[src/rtl/action_interrupt_responder.sv]
// Buffers action interrupt pulses and forwards them one at a time to the host
// interrupt command channel, retrying failed deliveries and acking each retirement.
module action_interrupt_responder #(
  parameter int CTXW       = 9,
  parameter int SRC_W      = 64,
  parameter int FIFO_DEPTH = 4,
  parameter int MAX_RETRY  = 3,
  parameter int RETRY_GAP  = 16
) (
  input  logic             clk,
  input  logic             resetn,
  input  logic             interrupt_req,
  input  logic [SRC_W-1:0] interrupt_src,
  input  logic [CTXW-1:0]  interrupt_ctx,
  output logic             interrupt_ack,
  output logic             intr_cmd_valid,
  input  logic             intr_cmd_ready,
  output logic [SRC_W-1:0] intr_cmd_src,
  output logic [CTXW-1:0]  intr_cmd_ctx,
  input  logic             intr_rsp_valid,
  input  logic             intr_rsp_failed,
  output logic             intr_pending,
  output logic             intr_drop,
  output logic             intr_err
);
  localparam int PW = $clog2(FIFO_DEPTH);
  localparam int CW = PW + 1;
  localparam int RW = $clog2(MAX_RETRY + 1);
  localparam int BW = $clog2(RETRY_GAP + 1);

  typedef struct packed {
    logic [SRC_W-1:0] src;
    logic [CTXW-1:0]  ctx;
  } intr_t;

  typedef enum logic [2:0] {IDLE, SEND, WAIT_RSP, BACKOFF, RETIRE} state_t;

  state_t         state, state_nx;
  intr_t          mem [FIFO_DEPTH];
  intr_t          head;
  logic [PW-1:0]  wptr, rptr;
  logic [CW-1:0]  count;
  logic [RW-1:0]  rcnt, rcnt_nx;
  logic [BW-1:0]  bcnt, bcnt_nx;
  logic           full, empty, push, pop, err_set;

  assign full  = (count == CW'(FIFO_DEPTH));
  assign empty = (count == '0);
  assign pop   = (state == RETIRE);
  // A full FIFO still accepts when the head retires in the same cycle.
  assign push  = interrupt_req && (!full || pop);
  assign head  = mem[rptr];

  always_ff @(posedge clk) begin
    if (push) mem[wptr] <= '{src: interrupt_src, ctx: interrupt_ctx};
  end

  always_ff @(posedge clk or negedge resetn) begin
    if (!resetn) begin
      wptr  <= '0;
      rptr  <= '0;
      count <= '0;
    end else begin
      if (push) wptr <= wptr + 1'b1;
      if (pop)  rptr <= rptr + 1'b1;
      case ({push, pop})
        2'b10:   count <= count + 1'b1;
        2'b01:   count <= count - 1'b1;
        default: count <= count;
      endcase
    end
  end

  always_comb begin
    state_nx = state;
    rcnt_nx  = rcnt;
    bcnt_nx  = bcnt;
    err_set  = 1'b0;
    case (state)
      IDLE: begin
        rcnt_nx = '0;
        if (!empty) state_nx = SEND;
      end
      SEND: if (intr_cmd_ready) state_nx = WAIT_RSP;
      WAIT_RSP: begin
        if (intr_rsp_valid) begin
          if (!intr_rsp_failed) begin
            state_nx = RETIRE;
          end else if (rcnt < RW'(MAX_RETRY)) begin
            rcnt_nx  = rcnt + 1'b1;
            bcnt_nx  = '0;
            state_nx = BACKOFF;
          end else begin
            err_set  = 1'b1;
            state_nx = RETIRE;
          end
        end
      end
      BACKOFF: begin
        if (bcnt == BW'(RETRY_GAP - 1)) state_nx = SEND;
        else                            bcnt_nx  = bcnt + 1'b1;
      end
      RETIRE:  state_nx = IDLE;
      default: state_nx = IDLE;
    endcase
  end

  // Outputs are registered from the next-state decode so they line up with the state.
  always_ff @(posedge clk or negedge resetn) begin
    if (!resetn) begin
      state          <= IDLE;
      rcnt           <= '0;
      bcnt           <= '0;
      interrupt_ack  <= 1'b0;
      intr_cmd_valid <= 1'b0;
      intr_cmd_src   <= '0;
      intr_cmd_ctx   <= '0;
      intr_pending   <= 1'b0;
      intr_drop      <= 1'b0;
      intr_err       <= 1'b0;
    end else begin
      state          <= state_nx;
      rcnt           <= rcnt_nx;
      bcnt           <= bcnt_nx;
      interrupt_ack  <= (state_nx == RETIRE) && (state == WAIT_RSP);
      intr_err       <= err_set;
      intr_cmd_valid <= (state_nx == SEND);
      intr_cmd_src   <= (state_nx == SEND) ? head.src : '0;
      intr_cmd_ctx   <= (state_nx == SEND) ? head.ctx : '0;
      intr_pending   <= !empty || (state != IDLE);
      intr_drop      <= interrupt_req && !push;
    end
  end
endmodule

[config.mk]
export PLATFORM = sky130hd
export DESIGN_NAME = action_interrupt_responder
export DESIGN_NICKNAME = d
export VERILOG_FILES = /design/src/rtl/action_interrupt_responder.sv
export SDC_FILE = /design/constraint.sdc
export NUM_CORES = 1
export LEC_CHECK = 0
export ABC_CLOCK_PERIOD_IN_PS = 4700
export BUFFER_PORTS_ARGS = -buffer_cell sky130_fd_sc_hd__buf_2
export CAP_MARGIN = 10
export CORE_MARGIN = 8
export CORE_UTILIZATION = 40
export CTS_CLUSTER_SIZE = 20
export DETAILED_ROUTE_END_ITERATION = 10
export PLACE_DENSITY_LB_ADDON = 0.25
export REMOVE_ABC_BUFFERS = 1
export SYNTH_ARGS = -nofsm -noshare
export SYNTH_HDL_FRONTEND = slang
export SYNTH_SLANG_ARGS = --single-unit
[constraint.sdc]
create_clock -name clk -period 4.7 [get_ports clk]
set_input_delay 0.47 -clock clk [delete_from_list [all_inputs] [get_ports clk]]
set_output_delay 0.47 -clock clk [all_outputs]
set_load 0.01 [all_outputs]
; ---- Yosys cells after proc, flatten, opt, wreduce, memory -nomap -nowiden
; Memory sizes are Yosys's and may differ from the RTL's.
; Cells that the tools add are included.
[totals]
regBits = 95
ramBits = 292
input_bits = 79
output_inout_bits = 78
memories = 1
[op_classes]
n_addsub = 6
n_lt_le_gt_ge = 1
n_eq_ne = 14
mux = 25
reduce_logical = 16
[memory_table]
columns = name, words, width, rd, rd_ports_with_merged_regs, wr, line
row1 = mem, 4, 73, 1, 0, 1, 39  ; intr_t mem [FIFO_DEPTH];
[ops]
columns = cell, count
row1 = 2-to-1 mux 64 bit, 1
row2 = 2-to-1 mux 5 bit, 4
row3 = 2-to-1 mux 3 bit, 6
row4 = case mux 3 bit (4 select lines), 1
row5 = case mux 5 bit (2 select lines), 1
row6 = "== test 3 bit, second input constant", 3
row7 = 2-to-1 mux 9 bit, 1
row8 = "inequality test 2 bit, second input constant", 4
row9 = "adder 2 x 1 -> 2 bit, second input constant", 3
row10 = "== test 3 x 1 -> 1 bit, second input constant", 2
row11 = "== test 3 x 2 -> 1 bit, second input constant", 2
row12 = logical NOT 3 bit, 2
row13 = 2-to-1 mux 1 bit, 6
row14 = 2-to-1 mux 2 bit, 3
row15 = case mux 3 bit (2 select lines), 1
row16 = nonzero test 2 bit, 3
row17 = "adder 5 x 1 -> 5 bit, second input constant", 1
row18 = "== test 5 x 4 -> 1 bit, second input constant", 1
row19 = AND reduction 5 bit, 1
row20 = case mux 2 bit (2 select lines), 1
row21 = AND reduction 4 bit, 1
row22 = "adder 3 x 1 -> 3 bit, second input constant", 1
row23 = logical AND 1 bit, 3
row24 = logical NOT 1 bit, 3
row25 = 6 further kinds, 7

; ---- Longest topological paths before layout
[depth]
depth_word = 7
ltp_mapped = 10
ltp_nobuf = 9

; ---- Least setup slack after synthesis
; Ideal clock, no wire load.
[synth_timing]
kind = reg2reg
startpoint = register state[1]
endpoint = memory mem[0][0] (netlist bit), enable pin
setup_ns = 0.439
arrival_ns = 2.927
slack_ns = 1.334
path_stages_with_launch = 5
period_less_slack_ns = 3.366
cell_sequence = dfrtp_1 > buf_6 > or3b_4 > a31oi_4 > and2_1
[synth_via]
elab_chain_cells = 5
[synth_rtl]
columns = element, line
row1 = from (decl), 38  ; state_t state, state_nx;
row2 = from (signal assigned), 122  ; state <= state_nx;
row3 = == test 3 bit, 49  ; assign pop = (state == RETIRE);
row4 = logical OR 1 bit, 51  ; assign push = interrupt_req && (!full || pop);
row5 = logical AND 1 bit, 51
row6 = 2-to-1 mux 1 bit, 55  ; if (push) mem[wptr] <= '{src: interrupt_src, ctx: interrupt_ctx};
row7 = 2-to-1 mux 1 bit (not written as such), 55
row8 = to (decl), 39
; No other way between the ends.

; ---- Final worst setup path
[layout_timing]
startpoint = register state[2]
endpoint = memory mem[3][57] (netlist bit), enable pin
; The elaborated chain is that of the path after synthesis.

==> flow_summary.toml <==
[yosys]
ys.flop_type = "edfxtp_1"
synth_cell_type_count = 43
synth_seq_cells = 387
synth.most_common_cell = "edfxtp_1"
synth_edf_count = 292
synthTopCellsByCount = "edfxtp_1 (292), dfrtp_1 (95), mux4_2 (73)"
syn_area_um2 = 14800
synth_area_leader_cell = "edfxtp_1"
syn_area_per_cell_um2 = 20.1
async_flop_share = 0.245
synth_top_area_share = 0.593
ys_seq_area_frac = 0.754
synthCells = 737
ys_warn_count = 0
synthTopCellsByArea = "edfxtp_1 (59%), dfrtp_1 (16%), mux4_2 (11%), a211oi_2 (4.1%), inv_1 (1.6%)"

[finish]
multi_input_comb_area_um2 = 3060
area_growth_pct = 17.3
nets = 993
final_core_util = 0.475
seq_area_um2 = 11200
fin_area_um2 = 17300
layout-drive-gt1-share = 0.394
num-fill-cells = 3056

[worst_setup_path]
crit_chain = "or3b_4 > a31oi_4 > and2_4 > buf_4"
end_kind = "flop"
crit_type = "reg -> reg"
cp_slowest_stage_delay_ps = 800
slowest_stage = "and2_4"
cp.required_ps = 4900
crit_fanout = 58
crit_arrival_ps = 3150
critPathLaunchType = "flop"

[routing]
dr.pass1.iters = 4
met3_length_mm = 1.92
first_iter_violations = 433
met1_length_mm = 14.0
wl_met2_mm = 13.7
drc = 0
ant_nets = 0
top_layer = "met5"
wl_mm = 30.3
viasPerCell = 5.07
via_count = 7112
wl_per_cell_um = 21.6

[floorplan]
coreArea_um2 = 36500
rows = 70
dieArea_um2 = 43400
start_util = 0.405
dieHeight_um = 208
ios = 157
fp.dieW_um = 208

[cts]
worstSkewPairLatency_ps = 530
clockBufferDepth = 3
cts.clk_slew.worst_paths_ps = 60
cts_buffers = 39
cts-root-buf = "clkbuf_16"
ctsResizeCount = 0
clock-sinks = 387
htreeDepth = 2
cts_setup_buffers = 0
cts_tree = "yes"
hold_buffers = 0

[sta]
setup_violations = 0
hold_viol_final = 0
period_share = 0.628
rsz0062_at_grt = "no"
hold_ws_ps = 52.4
fin_ws_ps = 1750
min_period_ps = 2950
worstMarginPinSlew_ps = 1110
maxSlewViolCount = 0
clock_skew_ps = 14.7
timing.fmax_mhz = 339
maxSlewHeadroom = 0.258

[run]
maxCapViolations = 0

[global_route]
grt_max_degree = 60
grt_overflow = 0
first_global_vias = 7672
grt_first_pass_wirelength_mm = 47.1
grtUsageTotal = 0.139
antenna_found_initial = 10

[place]
preCtsSetupSlack_ps = 1690
io_buffers = 156
gp_congestion = 0.730
dpl_cell_area_um2 = 16000
hpwl_mm = 18.7

[power_and_ir_drop]
power_frac_comb = 0.263
power_frac_seq = 0.448
swShare = 0.306
powerDensity_nw_per_um2 = 627
p_int_w = 0.00755
ir_drop_mv = 0.296
leakagePower_nw = 6.48
p_switching_w = 0.00333
clock_power_share = 0.289

[min_path]
hold_class = "in -> async"

[run_status]
status = "finished clean"
[state kept, by name, indices dropped and copies added (netlist names), 2 cells and up]
signal	count
bcnt	5
rptr	2
intr_cmd_src	64
mem	292
state	3
count	3
intr_cmd_ctx	9
rcnt	2
wptr	2
[layout by cell type (no fill, tap or decap), types with 5 or more instances in the layout]
cell / n
ha_1: 8
mux4_2: 73
clkbuf_16: 40
clkbuf_1: 7
edfxtp_1: 292
nand2_1: 5
clkinv_2: 8
buf_4: 14
clkinv_1: 24
inv_1: 64
a211oi_1: 25
nor2b_1: 5
a211oi_2: 48
bufinv_16: 5
dfrtp_1: 93
nor2_1: 5
buf_2: 155
[cells by family after synthesis]
group | share of synthesized area
compound gates | 0.0623
xor+xnor | 0.00356
fa+ha+maj | 0.00813
buf+inv | 0.0417
flops | 0.754
mux | 0.114
simple gates | 0.0159
[routing by layer]
| metal | GRT usage | up-vias |
|---|---|---|
| met5 | 0 | - |
| met4 | 0.0323 | 16 |
| met3 | 0.0416 | 67 |
| met2 | 0.213 | 175 |
| met1 | 0.194 | 3665 |
| li1 | - | 3189 |
[final timing paths]
| path | from | endpoint | slack [ps] | depth (start not counted) |
|---|---|---|---|---|
| worst max-delay path | state[2] | mem[3][57] | 1750 | 4 |
| worst min-delay path | resetn | intr_cmd_ctx[1] | 50 | 1 |
| worst max register to register | state[2] | mem[3][57] | 1750 | 4 |
| worst min register to register | count[0] | count[0] | 520 | 1 |
| max in group asynchronous | resetn | intr_cmd_src[3] | 3600 | 2 |
| min in group clk | interrupt_src[61] | mem[2][70] | 160 | 1 |
[per-stage QoR]
| step | TNS (ps) | power (W) | std cells |
|---|---|---|---|
| finish | 0 | 0.0109 | 1404 |
| CTS | 0 | 0.0111 | 1403 |
| global route | 0 | 0.0114 | 1403 |
| global placement | 0 | 0.00784 | 1332 |
| detailed placement | 0 | 0.00789 | 1332 |
| floorplan | -63940 | 0.00695 | 693 |
[critical path: cells and delay by family (launching register included)]
kind	cells	cell delay, ps
compound gates	1	320
buf+inv	1	410
flops	1	590
simple gates	2	1280
[area by class of cell]
class / instances / share of cell area
Sequential cell: 387 / 0.643
Inverter: 85 / 0.0184
Antenna cell: 1 / 0.000144
Multi-Input combinational cell: 221 / 0.177
Timing Repair Buffer: 171 / 0.0531
Clock buffer: 48 / 0.0600
Clock inverter: 23 / 0.0149
Tap cell: 468 / 0.0338
[power by group through the flow]
stage | Clock, W | Sequential [W] | Combinational [W]
final | 0.00314 | 0.00487 | 0.00286
after floorplan | 0 | 0.00503 | 0.00192
after detailed placement | 0 | 0.00496 | 0.00293
after global routing | 0.00335 | 0.00497 | 0.00312
after CTS | 0.00322 | 0.00490 | 0.00294
after global placement | 0 | 0.00494 | 0.00290
No activity file was read; power rests on OpenSTA's default activity.
